==> config.mk <==
export PLATFORM = sky130hd
export DESIGN_NAME = mcpu_io_resp
export DESIGN_NICKNAME = d
export VERILOG_FILES = /design/src/rtl/mcpu_io_pkg.sv /design/src/rtl/mcpu_io_fifo.sv /design/src/rtl/mcpu_io_resp.sv
export SDC_FILE = /design/constraint.sdc
export NUM_CORES = 1
export LEC_CHECK = 0
export CORE_ASPECT_RATIO = 1.4
export CORE_MARGIN = 1
export CORE_UTILIZATION = 30
export DETAILED_ROUTE_END_ITERATION = 12
export PLACE_DENSITY = 0.47
export SLEW_MARGIN = 10
export SYNTH_ARGS = -nofsm -noshare
export SYNTH_HDL_FRONTEND = slang
export SYNTH_SLANG_ARGS = --single-unit
==> constraint.sdc <==
create_clock -name clk -period 2.9 [get_ports clk]
set_input_delay 0.58 -clock clk [delete_from_list [all_inputs] [get_ports clk]]
set_output_delay 0.58 -clock clk [all_outputs]
set_load 0.05 [all_outputs]
==> src/rtl/mcpu_io_pkg.sv <==
// Shared constants for the mcpu I/O responder: region select, register offsets,
// KSTAT bit layout and a helper that packs the KSTAT word.
package mcpu_io_pkg;

  localparam logic [1:0] IO_REGION = 2'b11;

  localparam logic [2:0] IO_KSTAT = 3'd0;
  localparam logic [2:0] IO_KDATA = 3'd1;
  localparam logic [2:0] IO_FRAME = 3'd2;
  localparam logic [2:0] IO_TIMER = 3'd3;
  localparam logic [2:0] IO_TSTAT = 3'd4;

  localparam int unsigned KSTAT_NE      = 0;
  localparam int unsigned KSTAT_FULL    = 1;
  localparam int unsigned KSTAT_OVF     = 2;
  localparam int unsigned KSTAT_CNT_LSB = 4;
  localparam int unsigned KSTAT_CNT_W   = 5;

  // Build the 16-bit KSTAT read value; unused bits are zero.
  function automatic logic [15:0] kstat_pack(input logic ne, input logic full,
                                             input logic ovf,
                                             input logic [KSTAT_CNT_W-1:0] cnt);
    logic [15:0] w;
    w = '0;
    w[KSTAT_NE]   = ne;
    w[KSTAT_FULL] = full;
    w[KSTAT_OVF]  = ovf;
    w[KSTAT_CNT_LSB +: KSTAT_CNT_W] = cnt;
    return w;
  endfunction

endpackage

==> src/rtl/mcpu_io_fifo.sv <==
// Keycode FIFO: power-of-two depth, combinational head, flush beats push/pop.
// A pop on an empty FIFO is ignored; a push on a full FIFO lands only if a pop
// frees a slot in the same cycle.
module mcpu_io_fifo #(
  parameter int unsigned DEPTH = 8,
  parameter int unsigned WIDTH = 8
) (
  input  logic                       clk,
  input  logic                       rst_n,
  input  logic                       flush,
  input  logic                       push,
  input  logic                       pop,
  input  logic [WIDTH-1:0]           din,
  output logic [WIDTH-1:0]           dout,
  output logic [$clog2(DEPTH):0]     count,
  output logic                       full,
  output logic                       empty
);

  localparam int unsigned AW = $clog2(DEPTH);
  localparam int unsigned CW = AW + 1;

  logic [WIDTH-1:0] mem_q [DEPTH];
  logic [AW-1:0]    wr_ptr_q, rd_ptr_q;
  logic [CW-1:0]    count_q;
  logic             push_ok, pop_ok;

  assign empty   = (count_q == '0);
  assign full    = (count_q == CW'(DEPTH));
  assign count   = count_q;
  assign dout    = mem_q[rd_ptr_q];
  assign pop_ok  = pop & ~empty;
  assign push_ok = push & (~full | pop_ok);

  // Storage array; contents are don't-care until written.
  always_ff @(posedge clk) begin
    if (push_ok && !flush) mem_q[wr_ptr_q] <= din;
  end

  // Pointers and occupancy.
  always_ff @(posedge clk) begin
    if (!rst_n || flush) begin
      wr_ptr_q <= '0;
      rd_ptr_q <= '0;
      count_q  <= '0;
    end else begin
      if (push_ok) wr_ptr_q <= wr_ptr_q + AW'(1);
      if (pop_ok)  rd_ptr_q <= rd_ptr_q + AW'(1);
      case ({push_ok, pop_ok})
        2'b10:   count_q <= count_q + CW'(1);
        2'b01:   count_q <= count_q - CW'(1);
        default: count_q <= count_q;
      endcase
    end
  end

endmodule

==> src/rtl/mcpu_io_resp.sv <==
// Memory-mapped I/O responder for the 0xC000-0xFFFF region of the mcpu bus:
// keycode FIFO, vsync frame counter and (with MCPU_IO_TIMER_EN) a prescaled
// down-counter timer. rdata is combinational to match the top-level bus mux.
module mcpu_io_resp
  import mcpu_io_pkg::*;
#(
  parameter int unsigned DATA_WIDTH     = 16,
  parameter int unsigned FIFO_DEPTH     = 8,
  parameter int unsigned TIMER_PRESCALE = 256
) (
  input  logic                  clk,
  input  logic                  reset,
  input  logic [15:0]           addr,
  input  logic [DATA_WIDTH-1:0] wdata,
  input  logic                  re,
  input  logic                  we,
  output logic [DATA_WIDTH-1:0] rdata,
  input  logic [7:0]            keycode,
  input  logic                  vsync,
  output logic                  irq
);

  localparam int unsigned CW = $clog2(FIFO_DEPTH) + 1;

  logic          sel, rd_hit, wr_hit;
  logic [2:0]    off;
  logic [7:0]    kprev_q;
  logic          kbd_push, kpop, kflush;
  logic [7:0]    fifo_dout;
  logic [CW-1:0] fifo_count;
  logic          fifo_full, fifo_empty;
  logic          ovf_q, ovf_d;
  logic [15:0]   frame_q, frame_d;
  logic          vsync_q, vsync_q2;
  logic          timer_exp;
  logic [15:0]   timer_rd;

  assign sel    = (addr[15:14] == IO_REGION);
  assign off    = addr[2:0];
  assign rd_hit = sel & re;
  assign wr_hit = sel & we;

  assign kbd_push = (keycode != 8'd0) && (keycode != kprev_q);
  assign kpop     = rd_hit && (off == IO_KDATA);
  assign kflush   = wr_hit && (off == IO_KDATA);

  mcpu_io_fifo #(
    .DEPTH (FIFO_DEPTH),
    .WIDTH (8)
  ) u_fifo (
    .clk   (clk),
    .rst_n (reset),
    .flush (kflush),
    .push  (kbd_push),
    .pop   (kpop),
    .din   (keycode),
    .dout  (fifo_dout),
    .count (fifo_count),
    .full  (fifo_full),
    .empty (fifo_empty)
  );

  // Overflow sticky bit and frame counter next-state; a new overflow beats a clear.
  always_comb begin
    ovf_d   = ovf_q;
    frame_d = frame_q;
    if (wr_hit && (off == IO_KSTAT)) ovf_d = 1'b0;
    if (kbd_push && fifo_full && !kpop && !kflush) ovf_d = 1'b1;
    if (vsync_q && !vsync_q2) frame_d = frame_q + 16'd1;
    if (wr_hit && (off == IO_FRAME)) frame_d = wdata[15:0];
  end

  // Keyboard history, vsync synchroniser, overflow and frame registers.
  always_ff @(posedge clk) begin
    if (!reset) begin
      kprev_q  <= 8'd0;
      vsync_q  <= 1'b0;
      vsync_q2 <= 1'b0;
      ovf_q    <= 1'b0;
      frame_q  <= 16'd0;
    end else begin
      kprev_q  <= keycode;
      vsync_q  <= vsync;
      vsync_q2 <= vsync_q;
      ovf_q    <= ovf_d;
      frame_q  <= frame_d;
    end
  end

`ifdef MCPU_IO_TIMER_EN
  localparam int unsigned PW = $clog2(TIMER_PRESCALE + 1);

  logic [15:0]   timer_q, timer_d;
  logic [PW-1:0] presc_q, presc_d;
  logic          expired_q, expired_d;

  // Timer next-state: W1C clear first so a same-cycle expiry still sets; a load beats all.
  always_comb begin
    timer_d   = timer_q;
    presc_d   = presc_q;
    expired_d = expired_q;
    if (wr_hit && (off == IO_TSTAT) && wdata[0]) expired_d = 1'b0;
    if (timer_q != 16'd0) begin
      if (presc_q == PW'(TIMER_PRESCALE - 1)) begin
        presc_d = '0;
        timer_d = timer_q - 16'd1;
        if (timer_q == 16'd1) expired_d = 1'b1;
      end else begin
        presc_d = presc_q + PW'(1);
      end
    end
    if (wr_hit && (off == IO_TIMER)) begin
      timer_d   = wdata[15:0];
      presc_d   = '0;
      expired_d = 1'b0;
    end
  end

  // Timer registers.
  always_ff @(posedge clk) begin
    if (!reset) begin
      timer_q   <= 16'd0;
      presc_q   <= '0;
      expired_q <= 1'b0;
    end else begin
      timer_q   <= timer_d;
      presc_q   <= presc_d;
      expired_q <= expired_d;
    end
  end

  assign timer_exp = expired_q;
  assign timer_rd  = timer_q;
`else
  logic unused_timer_cfg;
  assign unused_timer_cfg = ^{32'(TIMER_PRESCALE)};
  assign timer_exp = 1'b0;
  assign timer_rd  = 16'd0;
`endif

  logic unused_addr;
  assign unused_addr = ^{addr[13:3]};

  // Read mux: zero when not selected or at an unmapped offset.
  always_comb begin
    rdata = '0;
    if (sel) begin
      case (off)
        IO_KSTAT: rdata = DATA_WIDTH'(kstat_pack(~fifo_empty, fifo_full, ovf_q,
                                                 KSTAT_CNT_W'(fifo_count)));
        IO_KDATA: rdata = fifo_empty ? '0 : DATA_WIDTH'(fifo_dout);
        IO_FRAME: rdata = DATA_WIDTH'(frame_q);
        IO_TIMER: rdata = DATA_WIDTH'(timer_rd);
        IO_TSTAT: rdata = DATA_WIDTH'(timer_exp);
        default:  rdata = '0;
      endcase
    end
  end

  assign irq = ~fifo_empty | timer_exp;

endmodule

==> impl_metrics.yaml <==
run_status:
  outcome: "completed"
placement:
  dp_hpwl_um: 7890
  dp_cells: 614
  port_buffers: 50
  place_congestion: 0.724
  dpl_worst_slack_ns: -0.314
clock_tree:
  cts_htree_levels: 3
  numCtsBuffers: 9
  clk_latency_ns: 0.35
  cts_tree: "done"
  path_clk_slew_ns: 0.07
  post_cts_buffers: 0
  cts-root-buf: "clkbuf_16"
  clkSinkCount: 104
  cts_buffer_depth: 2
floorplan:
  die_h_um: 149
  coreArea_mm2: 0.0151
  die_x_um: 107
  rows: 53
  die-area_mm2: 0.0159
  start_util_pct: 30.7
  io_pins: 62
setup_path:
  rrSetupSlack_ns: 0.42
  crit_fanout: 7
  crit_path_end_kind: "output pin"
  criticalPathCategory: "input pin to output pin"
  critPathLaunchType: "input pin"
  cp.required_ns: 2.32
  reg2reg_to: "u_fifo.count[3]"
  r2r_cells: 11
  r2r-start: "u_fifo.count[0]"
  cp_data_arrival_time_ns: 2.21
sta:
  finalCriticalPeriod_ns: 2.79
  rsz0062_at_grt: "no"
  worst_pin_slew_ns: 0.834
  timing.hold.ws_ns: 0.452
  slew_headroom_pct: 44.2
  worst_slack_ns: 0.113
  slew_violations: 0
  fin_worst_skew_ns: 0.00925
  period_share_pct: 96.1
  hold_viol_final: 0
  finalSetupViolCount: 0
  fmax_ghz: 0.359
logic_synthesis:
  yosysSeqAreaShare_pct: 58.8
  synth_cells: 353
  synth.top_cell.area_share_pct: 41.5
  ys_types: 48
  ys.flop_type: "edfxtp_1"
  synth_area_mm2: 0.00463
  synth_area_leaders: "edfxtp_1 (42%), dfxtp_1 (17%), mux4_2 (7.8%)"
  ys_seq_elements: 104
  yosys_warnings: 0
  synth_top_cell_by_area: "edfxtp_1"
  synth_edf_count: 64
  synthArstFlopShare_pct: 0
  synth_nets: 404
  avgSynthCellArea_um2: 13.1
layout:
  fin_nets: 484
  n_antenna_cell: 0
  drive_above_1_share_pct: 22.6
  area_delta_synth_final_pct: 30.5
  stdcell_count: 630
worst_hold_path:
  min_from: "vsync_q"
  hold_class: "register to register"
  holdPathEnd: "vsync_q2"
  hold_depth: 1
global_routing:
  grt_pass1_vias: 3176
  grt_antenna_before_repair: 0
  gr-total-overflow: 0
  grt_pass1_wl_um: 17100
  grtUsageTotal_pct: 14.8
  grt_max_degree: 33
routing:
  ant_nets: 0
  viasPerCell: 4.79
  dr.pass1.iters: 4
  routedWlPerCell_um: 17.3
  drt_first_iter_violations: 122
  routed_wl_um: 10900
  vias: 3016
  drc_errors: 0
pwr:
  p_leak_nw: 2.12
  powerDensity_mw_per_mm2: 542
  finalPower_w: 0.00328
  ir_drop_v: 0.000313
run:
  max_cap_violations: 0
==> cell families (layout without fill, tap and decap cells) <==
group | Yosys count | in the layout | share of synthesized area [%]
AO/OA/AOI/OAI | 43 | 43 | 5.76
XOR/XNOR | 29 | 29 | 5.49
adder cells (fa/ha/maj) | 6 | 6 | 1.78
buffers and inverters | 24 | 109 | 2.38
flip-flops | 104 | 104 | 58.8
multiplexers | 35 | 35 | 11.9
AND/OR/NAND/NOR | 112 | 112 | 13.9
==> final cells by class <==
class                   count  area (um2)
flip-flops and latches    104        2720
well taps                 192         240
inverters                   7        26.3
clock buffers               9         225
repair buffers             86         931
fillers                  1432        9010
clock inverters             7        87.6
multi-input cells         225        1810
==> timing repair <==
item,in CTS,in global routing
endpoints found under the setup margin,6,3
hold buffers,0,0
pin swaps,0,0
resized for setup,3,2
==> synth_stat cells, types with 2 or more instances <==
cell / number
edfxtp_1: 64
dfxtp_1: 40
nor2_1: 26
and2_1: 19
mux2i_1: 19
mux4_2: 16
xnor2_1: 16
nand2_1: 15
xor2_1: 13
a21oi_1: 12
a211oi_1: 10
and3_1: 10
clkbuf_1: 9
o21ai_0: 9
nand4_1: 8
nand3_1: 6
o22ai_1: 6
ha_1: 5
inv_1: 5
nor3_1: 5
nor4_1: 5
buf_1: 4
and3b_1: 2
buf_2: 2
nor2b_1: 2
nor3b_2: 2
o31ai_1: 2
==> metrics by stage <==
step | TNS [ns] | utilization, % | area, um2
3_5_place_dp | -2.06 | 38.0 | 5720
2_1_floorplan | 0 | - | 4630
3_3_place_gp | -2.22 | 38.0 | 5720
5_1_grt | 0 | 40.1 | 6040
4_1_cts | 0 | 40.1 | 6030
6_report | 0 | 40.1 | 6040
==> routing by layer <==
| layer | GRT usage (%) | share of wire (%) |
|---|---|---|
| met5 | 0 | 0 |
| met4 | 6.30 | 2.4 |
| met3 | 2.75 | 4.6 |
| met2 | 27.8 | 53 |
| met1 | 15.9 | 40 |
==> worst max path at each step <==
| stage | from | slack, ns | to |
|---|---|---|---|
| 4_1_cts | keycode[0] | 0.07 | u_fifo.count[3] |
| 5_1_grt | register | 0.01 | rdata[3] |
| 3_5_place_dp | keycode[0] | -0.31 | u_fifo.count[3] |
| 2_1_floorplan | addr[2] | 0.19 | u_fifo.mem_q[2][0] |
| 6_report | addr[1] | 0.11 | rdata[1] |
| 3_3_place_gp | keycode[0] | -0.32 | u_fifo.count[3] |
==> state kept, by name (all words and copies together), names as in the netlist, named ones only <==
name,flops
vsync_q2,1
u_fifo.wr_ptr_q,3
kprev_q,8
u_fifo.mem_q,64
frame_q,16
u_fifo.count,4
u_fifo.rd_ptr_q,3
vsync_q,1
ovf_q,1
==> placed cells by master (no fill, tap or decap), types with 16 or more instances in the layout <==
cell,n
nor2_1,26
xnor2_1,16
and2_1,19
dfxtp_1,40
buf_4,36
clkdlybuf4s50_1,34
buf_12,16
edfxtp_1,64
mux4_2,16
mux2i_1,18
==> critical path, stage by stage <==
cell and delay [ns]:
clkdlybuf4s50_1 0.48, nand2b_1 0.20, or3_4 0.38, o22ai_1 0.19
and3_1 0.23, buf_12 0.15
==> power breakdown <==
part / internal [W] / leakage, nW / switching [W] / total (W)
registers: 0.00164 / 0.914 / 0.0000401 / 0.00168
clock network: 0.000688 / 0.153 / 0.000572 / 0.00126
logic: 0.000164 / 1.05 / 0.000169 / 0.000333
Power figures use the tool's default switching activity.
